File: config.mk
export PLATFORM = sky130hd
export DESIGN_NAME = hazard_ctrl_unit_flat
export DESIGN_NICKNAME = d
export VERILOG_FILES = /design/src/rtl/pipe_pkg.sv /design/src/rtl/hazard_ctrl_unit_if.sv /design/src/rtl/hazard_ctrl_unit_fwd_select.sv /design/src/rtl/hazard_ctrl_unit.sv /design/src/flat_wrapper.sv
export SDC_FILE = /design/constraint.sdc
export NUM_CORES = 1
export LEC_CHECK = 0
export CAP_MARGIN = 20
export CORE_MARGIN = 2
export CORE_UTILIZATION = 32
export CTS_BUF_LIST = sky130_fd_sc_hd__clkbuf_4 sky130_fd_sc_hd__clkbuf_8 sky130_fd_sc_hd__clkbuf_16
export CTS_CLUSTER_SIZE = 10
export DETAILED_ROUTE_END_ITERATION = 8
export HOLD_SLACK_MARGIN = 0.05
export PLACE_DENSITY = 0.8
export SLEW_MARGIN = 20
export SYNTH_ARGS = -nofsm -noshare
export SYNTH_HDL_FRONTEND = slang
export SYNTH_HIERARCHICAL = 1
export SYNTH_SLANG_ARGS = --single-unit
File: constraint.sdc
create_clock -name clk -period 1.3 [get_ports clk]
set_input_delay 0.13 -clock clk [delete_from_list [all_inputs] [get_ports clk]]
set_output_delay 0.13 -clock clk [all_outputs]
set_load 0.05 [all_outputs]
File: src/rtl/pipe_pkg.sv
// rtl/pipe_pkg.sv - shared constants and types for the pipeline hazard unit
package pipe_pkg;

  // Default register-file address width (32 architectural registers)
  localparam int DEF_REG_ADDR_W = 5;

  // ALU operand source selects
  localparam logic [1:0] FWD_RF  = 2'b00;
  localparam logic [1:0] FWD_WB  = 2'b01;
  localparam logic [1:0] FWD_MEM = 2'b10;

  // Multiply-occupancy FSM encoding
  typedef enum logic {
    MUL_IDLE = 1'b0,
    MUL_BUSY = 1'b1
  } mul_state_e;

endpackage

File: src/rtl/hazard_ctrl_unit_if.sv
// rtl/hazard_ctrl_unit_if.sv - pipeline-register view seen by the hazard unit
interface hazard_ctrl_unit_if #(
  parameter int REG_ADDR_W = pipe_pkg::DEF_REG_ADDR_W
);

  // Operand and destination tags from the pipeline registers
  logic [REG_ADDR_W-1:0] rs1_id;
  logic [REG_ADDR_W-1:0] rs2_id;
  logic [REG_ADDR_W-1:0] rs1_ex;
  logic [REG_ADDR_W-1:0] rs2_ex;
  logic [REG_ADDR_W-1:0] rd_ex;
  logic                  mem_read_ex;
  logic                  mul_ex;
  logic                  valid_ex;
  logic [REG_ADDR_W-1:0] rd_mem;
  logic                  reg_write_mem;
  logic [REG_ADDR_W-1:0] rd_wb;
  logic                  reg_write_wb;

  // Controls back to the datapath
  logic [1:0]            fwd_a;
  logic [1:0]            fwd_b;
  logic                  stall_if;
  logic                  stall_id;
  logic                  stall_ex;
  logic                  flush_ex;
  logic                  bubble_mem;
  logic                  mul_busy;
  logic                  mul_done;

  // Pipeline side: supplies tags, consumes controls
  modport master (
    output rs1_id, rs2_id, rs1_ex, rs2_ex, rd_ex, mem_read_ex, mul_ex, valid_ex,
    output rd_mem, reg_write_mem, rd_wb, reg_write_wb,
    input  fwd_a, fwd_b, stall_if, stall_id, stall_ex, flush_ex, bubble_mem,
    input  mul_busy, mul_done
  );

  // Hazard unit side
  modport slave (
    input  rs1_id, rs2_id, rs1_ex, rs2_ex, rd_ex, mem_read_ex, mul_ex, valid_ex,
    input  rd_mem, reg_write_mem, rd_wb, reg_write_wb,
    output fwd_a, fwd_b, stall_if, stall_id, stall_ex, flush_ex, bubble_mem,
    output mul_busy, mul_done
  );

endinterface

File: src/rtl/hazard_ctrl_unit_fwd_select.sv
// rtl/hazard_ctrl_unit_fwd_select.sv - per-operand forwarding source priority compare
module fwd_select
  import pipe_pkg::*;
#(
  parameter int REG_ADDR_W = DEF_REG_ADDR_W
) (
  input  logic [REG_ADDR_W-1:0] rs_ex,
  input  logic [REG_ADDR_W-1:0] rd_mem,
  input  logic                  reg_write_mem,
  input  logic [REG_ADDR_W-1:0] rd_wb,
  input  logic                  reg_write_wb,
  output logic [1:0]            fwd
);

  // Youngest producer (EX/MEM) wins; x0 is hardwired zero and never forwarded
  always_comb begin
    fwd = FWD_RF;
    if (reg_write_mem && (rd_mem != '0) && (rd_mem == rs_ex)) begin
      fwd = FWD_MEM;
    end else if (reg_write_wb && (rd_wb != '0) && (rd_wb == rs_ex)) begin
      fwd = FWD_WB;
    end
  end

endmodule

File: src/rtl/hazard_ctrl_unit.sv
// rtl/hazard_ctrl_unit.sv - forwarding, load-use stall and multiply-occupancy control
module hazard_ctrl_unit
  import pipe_pkg::*;
#(
  parameter int REG_ADDR_W  = DEF_REG_ADDR_W,
  parameter int MUL_LATENCY = 3,
  parameter int CNT_W       = $clog2(MUL_LATENCY + 1)
) (
  input logic              clk,
  input logic              rst,
  hazard_ctrl_unit_if.slave hz
);

  if ((MUL_LATENCY < 1) || (MUL_LATENCY > 16)) begin : g_bad_latency
    $error("hazard_ctrl_unit: MUL_LATENCY must be in 1..16");
  end

  // A single-cycle multiplier never needs to hold the pipe
  localparam bit              MULTI    = (MUL_LATENCY > 1);
  localparam logic [CNT_W-1:0] CNT_ONE  = CNT_W'(1);
  localparam logic [CNT_W-1:0] CNT_LOAD = CNT_W'(MUL_LATENCY - 1);

  mul_state_e       state_q, state_d;
  logic [CNT_W-1:0] cnt_q, cnt_d;

  logic [1:0] fwd_a_raw;
  logic [1:0] fwd_b_raw;
  logic       mul_go;
  logic       mul_hold;
  logic       mul_last;
  logic       load_use;

  fwd_select #(.REG_ADDR_W(REG_ADDR_W)) u_fwd_a (
    .rs_ex         (hz.rs1_ex),
    .rd_mem        (hz.rd_mem),
    .reg_write_mem (hz.reg_write_mem),
    .rd_wb         (hz.rd_wb),
    .reg_write_wb  (hz.reg_write_wb),
    .fwd           (fwd_a_raw)
  );

  fwd_select #(.REG_ADDR_W(REG_ADDR_W)) u_fwd_b (
    .rs_ex         (hz.rs2_ex),
    .rd_mem        (hz.rd_mem),
    .reg_write_mem (hz.reg_write_mem),
    .rd_wb         (hz.rd_wb),
    .reg_write_wb  (hz.reg_write_wb),
    .fwd           (fwd_b_raw)
  );

  // Hazard conditions; the multiply hold masks load-use since ID/EX then holds the multiply
  always_comb begin
    mul_go   = MULTI && (state_q == MUL_IDLE) && hz.mul_ex && hz.valid_ex;
    mul_hold = mul_go || ((state_q == MUL_BUSY) && (cnt_q > CNT_ONE));
    mul_last = ((state_q == MUL_BUSY) && (cnt_q == CNT_ONE)) ||
               (!MULTI && hz.mul_ex && hz.valid_ex);
    load_use = hz.mem_read_ex && (hz.rd_ex != '0) &&
               ((hz.rd_ex == hz.rs1_id) || (hz.rd_ex == hz.rs2_id)) && !mul_hold;
  end

  // Next-state: count down the remaining EX cycles, return to IDLE on the last one
  always_comb begin
    state_d = state_q;
    cnt_d   = cnt_q;
    case (state_q)
      MUL_IDLE: begin
        if (mul_go) begin
          state_d = MUL_BUSY;
          cnt_d   = CNT_LOAD;
        end
      end
      MUL_BUSY: begin
        if (cnt_q > CNT_ONE) begin
          cnt_d = cnt_q - CNT_ONE;
        end else begin
          state_d = MUL_IDLE;
          cnt_d   = '0;
        end
      end
      default: begin
        state_d = MUL_IDLE;
        cnt_d   = '0;
      end
    endcase
  end

  // FSM registers; reset abandons any multiply in flight
  always_ff @(posedge clk) begin
    if (rst) begin
      state_q <= MUL_IDLE;
      cnt_q   <= '0;
    end else begin
      state_q <= state_d;
      cnt_q   <= cnt_d;
    end
  end

  // Drive controls; everything is forced quiet while reset is held
  always_comb begin
    hz.fwd_a      = rst ? FWD_RF : fwd_a_raw;
    hz.fwd_b      = rst ? FWD_RF : fwd_b_raw;
    hz.stall_if   = !rst && (mul_hold || load_use);
    hz.stall_id   = !rst && (mul_hold || load_use);
    hz.stall_ex   = !rst && mul_hold;
    hz.flush_ex   = !rst && load_use;
    hz.bubble_mem = !rst && mul_hold;
    hz.mul_busy   = !rst && (state_q == MUL_BUSY);
    hz.mul_done   = !rst && mul_last;
  end

endmodule

File: src/flat_wrapper.sv
// flat-port wrapper written by rule: the top's interface ports become plain ports
module hazard_ctrl_unit_flat import pipe_pkg::*;
#(
  parameter int REG_ADDR_W  = DEF_REG_ADDR_W,
  parameter int MUL_LATENCY = 3,
  parameter int CNT_W       = $clog2(MUL_LATENCY + 1)
)
  (clk, rst, hz_rs1_id, hz_rs2_id, hz_rs1_ex, hz_rs2_ex, hz_rd_ex, hz_mem_read_ex, hz_mul_ex, hz_valid_ex, hz_rd_mem, hz_reg_write_mem, hz_rd_wb, hz_reg_write_wb, hz_fwd_a, hz_fwd_b, hz_stall_if, hz_stall_id, hz_stall_ex, hz_flush_ex, hz_bubble_mem, hz_mul_busy, hz_mul_done);
  hazard_ctrl_unit_if #(.REG_ADDR_W(REG_ADDR_W)) hz_i ();
  input logic clk;
  input logic rst;
  input wire logic [$bits(hz_i.rs1_id)-1:0] hz_rs1_id;
  input wire logic [$bits(hz_i.rs2_id)-1:0] hz_rs2_id;
  input wire logic [$bits(hz_i.rs1_ex)-1:0] hz_rs1_ex;
  input wire logic [$bits(hz_i.rs2_ex)-1:0] hz_rs2_ex;
  input wire logic [$bits(hz_i.rd_ex)-1:0] hz_rd_ex;
  input wire logic [$bits(hz_i.mem_read_ex)-1:0] hz_mem_read_ex;
  input wire logic [$bits(hz_i.mul_ex)-1:0] hz_mul_ex;
  input wire logic [$bits(hz_i.valid_ex)-1:0] hz_valid_ex;
  input wire logic [$bits(hz_i.rd_mem)-1:0] hz_rd_mem;
  input wire logic [$bits(hz_i.reg_write_mem)-1:0] hz_reg_write_mem;
  input wire logic [$bits(hz_i.rd_wb)-1:0] hz_rd_wb;
  input wire logic [$bits(hz_i.reg_write_wb)-1:0] hz_reg_write_wb;
  output wire logic [$bits(hz_i.fwd_a)-1:0] hz_fwd_a;
  output wire logic [$bits(hz_i.fwd_b)-1:0] hz_fwd_b;
  output wire logic [$bits(hz_i.stall_if)-1:0] hz_stall_if;
  output wire logic [$bits(hz_i.stall_id)-1:0] hz_stall_id;
  output wire logic [$bits(hz_i.stall_ex)-1:0] hz_stall_ex;
  output wire logic [$bits(hz_i.flush_ex)-1:0] hz_flush_ex;
  output wire logic [$bits(hz_i.bubble_mem)-1:0] hz_bubble_mem;
  output wire logic [$bits(hz_i.mul_busy)-1:0] hz_mul_busy;
  output wire logic [$bits(hz_i.mul_done)-1:0] hz_mul_done;
  assign hz_i.rs1_id = hz_rs1_id;
  assign hz_i.rs2_id = hz_rs2_id;
  assign hz_i.rs1_ex = hz_rs1_ex;
  assign hz_i.rs2_ex = hz_rs2_ex;
  assign hz_i.rd_ex = hz_rd_ex;
  assign hz_i.mem_read_ex = hz_mem_read_ex;
  assign hz_i.mul_ex = hz_mul_ex;
  assign hz_i.valid_ex = hz_valid_ex;
  assign hz_i.rd_mem = hz_rd_mem;
  assign hz_i.reg_write_mem = hz_reg_write_mem;
  assign hz_i.rd_wb = hz_rd_wb;
  assign hz_i.reg_write_wb = hz_reg_write_wb;
  assign hz_fwd_a = hz_i.fwd_a;
  assign hz_fwd_b = hz_i.fwd_b;
  assign hz_stall_if = hz_i.stall_if;
  assign hz_stall_id = hz_i.stall_id;
  assign hz_stall_ex = hz_i.stall_ex;
  assign hz_flush_ex = hz_i.flush_ex;
  assign hz_bubble_mem = hz_i.bubble_mem;
  assign hz_mul_busy = hz_i.mul_busy;
  assign hz_mul_done = hz_i.mul_done;
  hazard_ctrl_unit #(.REG_ADDR_W(REG_ADDR_W), .MUL_LATENCY(MUL_LATENCY), .CNT_W(CNT_W)) u_core (.clk(clk), .rst(rst), .hz(hz_i));
endmodule
==> run metrics <==
Critical Path Fanout Max=3; vias in the first global route=approximately 960; TritonRoute pass-1 iters=4; min cycle time layout=1.40 ns; antenna violations before repair=0; DR vias=891; CTS tree=built; Placer Congestion=0.864; Pins Over Slew Limit=0; FF-to-FF path depth=4; asr flop ratio synth=0%; worst-path cell chain=buf_8 > buf_6 > xnor2_2 > nand3_1 > a211oi_2 > nor2b_4 > buf_12; CP Capture Type=output pin; GRT Total Usage=24.1%; Clock Latency Late Sink=0.25 ns; DRC=0; first-pass GRT wire length=4.38 mm; Crit path max-delay family=buffers and inverters; DIE WIDTH=48.4 um; mux contribution to synthesized area=0%; worst r2r dst=u_core/cnt_q[0]; final critical-path share of the clock period=108%; dpl cell area=about 1400 um^2; cts-stage hold buffer count=0; worst path arrival time=about 1.3 ns; Relative slew margins=around 78%; fill count=roughly 120; maxcap violations=0; synthesized flop and latch total=3; synth unique cells=21; # port buffers=52; reg2reg start=u_core/state_q; Avg Cell Area, Syn=7.51 um^2; violated checks=setup timing; TritonCTS Buffers=3; n_diodes=0; sequential cell area=65.1 um^2; leading area contributor after synthesis=xor2_1; vias per cell=4.98; Synth top cells by count=16 x xor2_1, 10 x xnor2_1, 8 x nor2_1, 8 x nor2b_1, 7 x nor3_1; Total Power=between 0.0007 and 0.0008 W; Final setup viols=7; largest net degree at the start of global routing=6; clock sinks=3; register area share after synthesis=around a tenth; Starting Density=between 30% and 40%; syn nets=126; count leader, synth=xor2_1; Final WS setup=-0.0992 ns; Final Hold Fails=0; number of synthesized flops with an enable pin=0; post-synthesis compound-gate area fraction=17.7%; Synth Area in XOR/XNOR=between 30% and 40%; Max stage delay on crit path=0.29 ns; final net count=around 200; Root Buffer=clkbuf_4; PD cells=483 nW/um^2; cells after synthesis=84; number of H-tree levels=1; Synth Cell Area=about 630 um^2; clock slew at reported path FFs=0.03 ns; GRT overflow=0; run status=complete, but fails checks; Finished Cell Area=1520 um^2; Post-Synth Simple-Gate Area=34.3%; Hold Path Depth=5; Fmax achieved=about 710 MHz; Die ar.=2340 um^2; CORE AREA=1900 um^2; Fin Clk Skew=0.0124 ns; Hold Startpoint=hz_mul_ex; critical path type=in -> out; Post-DRT Antenna Nets=0; worst path required time=1.17 ns; share of cells above drive strength 1=58.6%; ys flop type=dfxtp_1; Worst-Margin Slew=approximately 0.33 ns; Buf+Inv Stages, Crit Path=3; slowest stage cell, crit path=a211oi_2; Max rail drop VDD=0.631 mV; row count=16; drt total wl=between 2 and 3 mm; Worst R2R Setup Slack=roughly 0.40 ns; Yosys warnings=6; synth top area cells=xor2_1 22%, xnor2_1 14%, dfxtp_1 9.5%; initial drt markers=17; area of the multi-input gates=736 um^2; hold worst-path end=u_core/cnt_q[1]; Startpoint Class=primary input; clk buf depth=2; Post-Synth Adder-Cell Area=0%; Leak=between 0.6 and 0.7 nW; RSZ-0062 raised after global routing=true; Area growth syn-to-layout=140%; Worst Hold Class=in -> reg; Crit. Startpoint=hz_rd_mem[1]; Routed WL per cell=around 15 um; Die Ht=48.4 um; top-level port count=53; share of the synthesized area in the top cell type=22.2%; largest family of logic cells by synthesized area=XOR/XNOR gates; dpl ws=-0.553 ns
-- cells in the final DEF (no fill, tap or decap), types with 3 or more instances in the layout --
cell type         n
buf_2            13
nand3_1           3
nor3_2            6
xnor2_1           4
buf_6             7
clkdlybuf4s15_1   4
buf_12            8
a21oi_1           5
dlygate4sd2_1    13
nor3_1            3
nand2_1           4
clkbuf_4          4
xnor2_2           6
buf_8             4
nor2b_4           5
xor2_1           15
nor2_1            6
buf_4            15
-- power by group --
part	switching, W	internal [W]
Sequential	0.00000605	0.0000962
Clock	0.0000620	0.000137
Combinational	0.000207	0.000224
-- cell families (layout without fill, tap and decap cells) --
logic type / Yosys count / in the layout
simple gates: 40 / 40
xor+xnor: 26 / 26
compound gates: 13 / 13
buf+inv: 2 / 70
flops: 3 / 3
-- stage by stage --
stage	cells	util [%]	TNS (ns)	hold WS (ns)
after CTS	179	77.3	-0.437	0.421
final	179	79.7	-0.435	0.434
after global routing	179	79.7	-0.806	0.481
after global placement	173	73.0	-3.49	0.511
after floorplan	84	-	-0.443	0.194
after detailed placement	173	73.0	-3.88	0.522
-- layer usage --
layer / part of all wire, % / global-route usage [%] / wire (um) / up-vias
met2: 52 / 43.1 / 1360 / 54
met5: 0 / 0 / 0 / -
met4: 3.0 / 13.3 / 80 / 0
met3: 9.8 / 7.10 / 260 / 8
met1: 35 / 25.3 / 938 / 401
li1: - / - / - / 428
-- flip-flops by register name (all words and copies together), names as in the netlist --
register / cells
u_core/cnt_q: 2
u_core/state_q: 1
-- worst register-to-register path, cell delays in order (launching register included) --
cell     delay, ns
dfxtp_4       0.36
buf_4         0.14
a21oi_1       0.14
a21oi_1       0.09
nor2_1        0.09
-- worst max-delay path by stage --
stage | end | slack [ns] | cells after the start
6_report | hz_fwd_a[1] | -0.1 | 7
2_1_floorplan | hz_stall_if | -0.20 | 5
3_5_place_dp | hz_fwd_a[1] | -0.55 | 7
4_1_cts | hz_fwd_a[1] | -0.1 | 7
5_1_grt | hz_stall_if | -0.13 | 5
3_3_place_gp | hz_fwd_a[1] | -0.49 | 7
-- what timing repair did --
action / in CTS / in global routing
resized for setup: 145 / 16
setup endpoints to repair: 11 / 9
buffers inserted: 2 / 0
pin swaps: 40 / 11
-- layout make-up --
class / count / area share, %
multi-input cells: 79 / 48.5
flip-flops and latches: 3 / 4.29
clock buffers: 4 / 1.98
repair buffers: 66 / 43.0
well taps: 27 / 2.23
(Power assumes the default switching activity.)
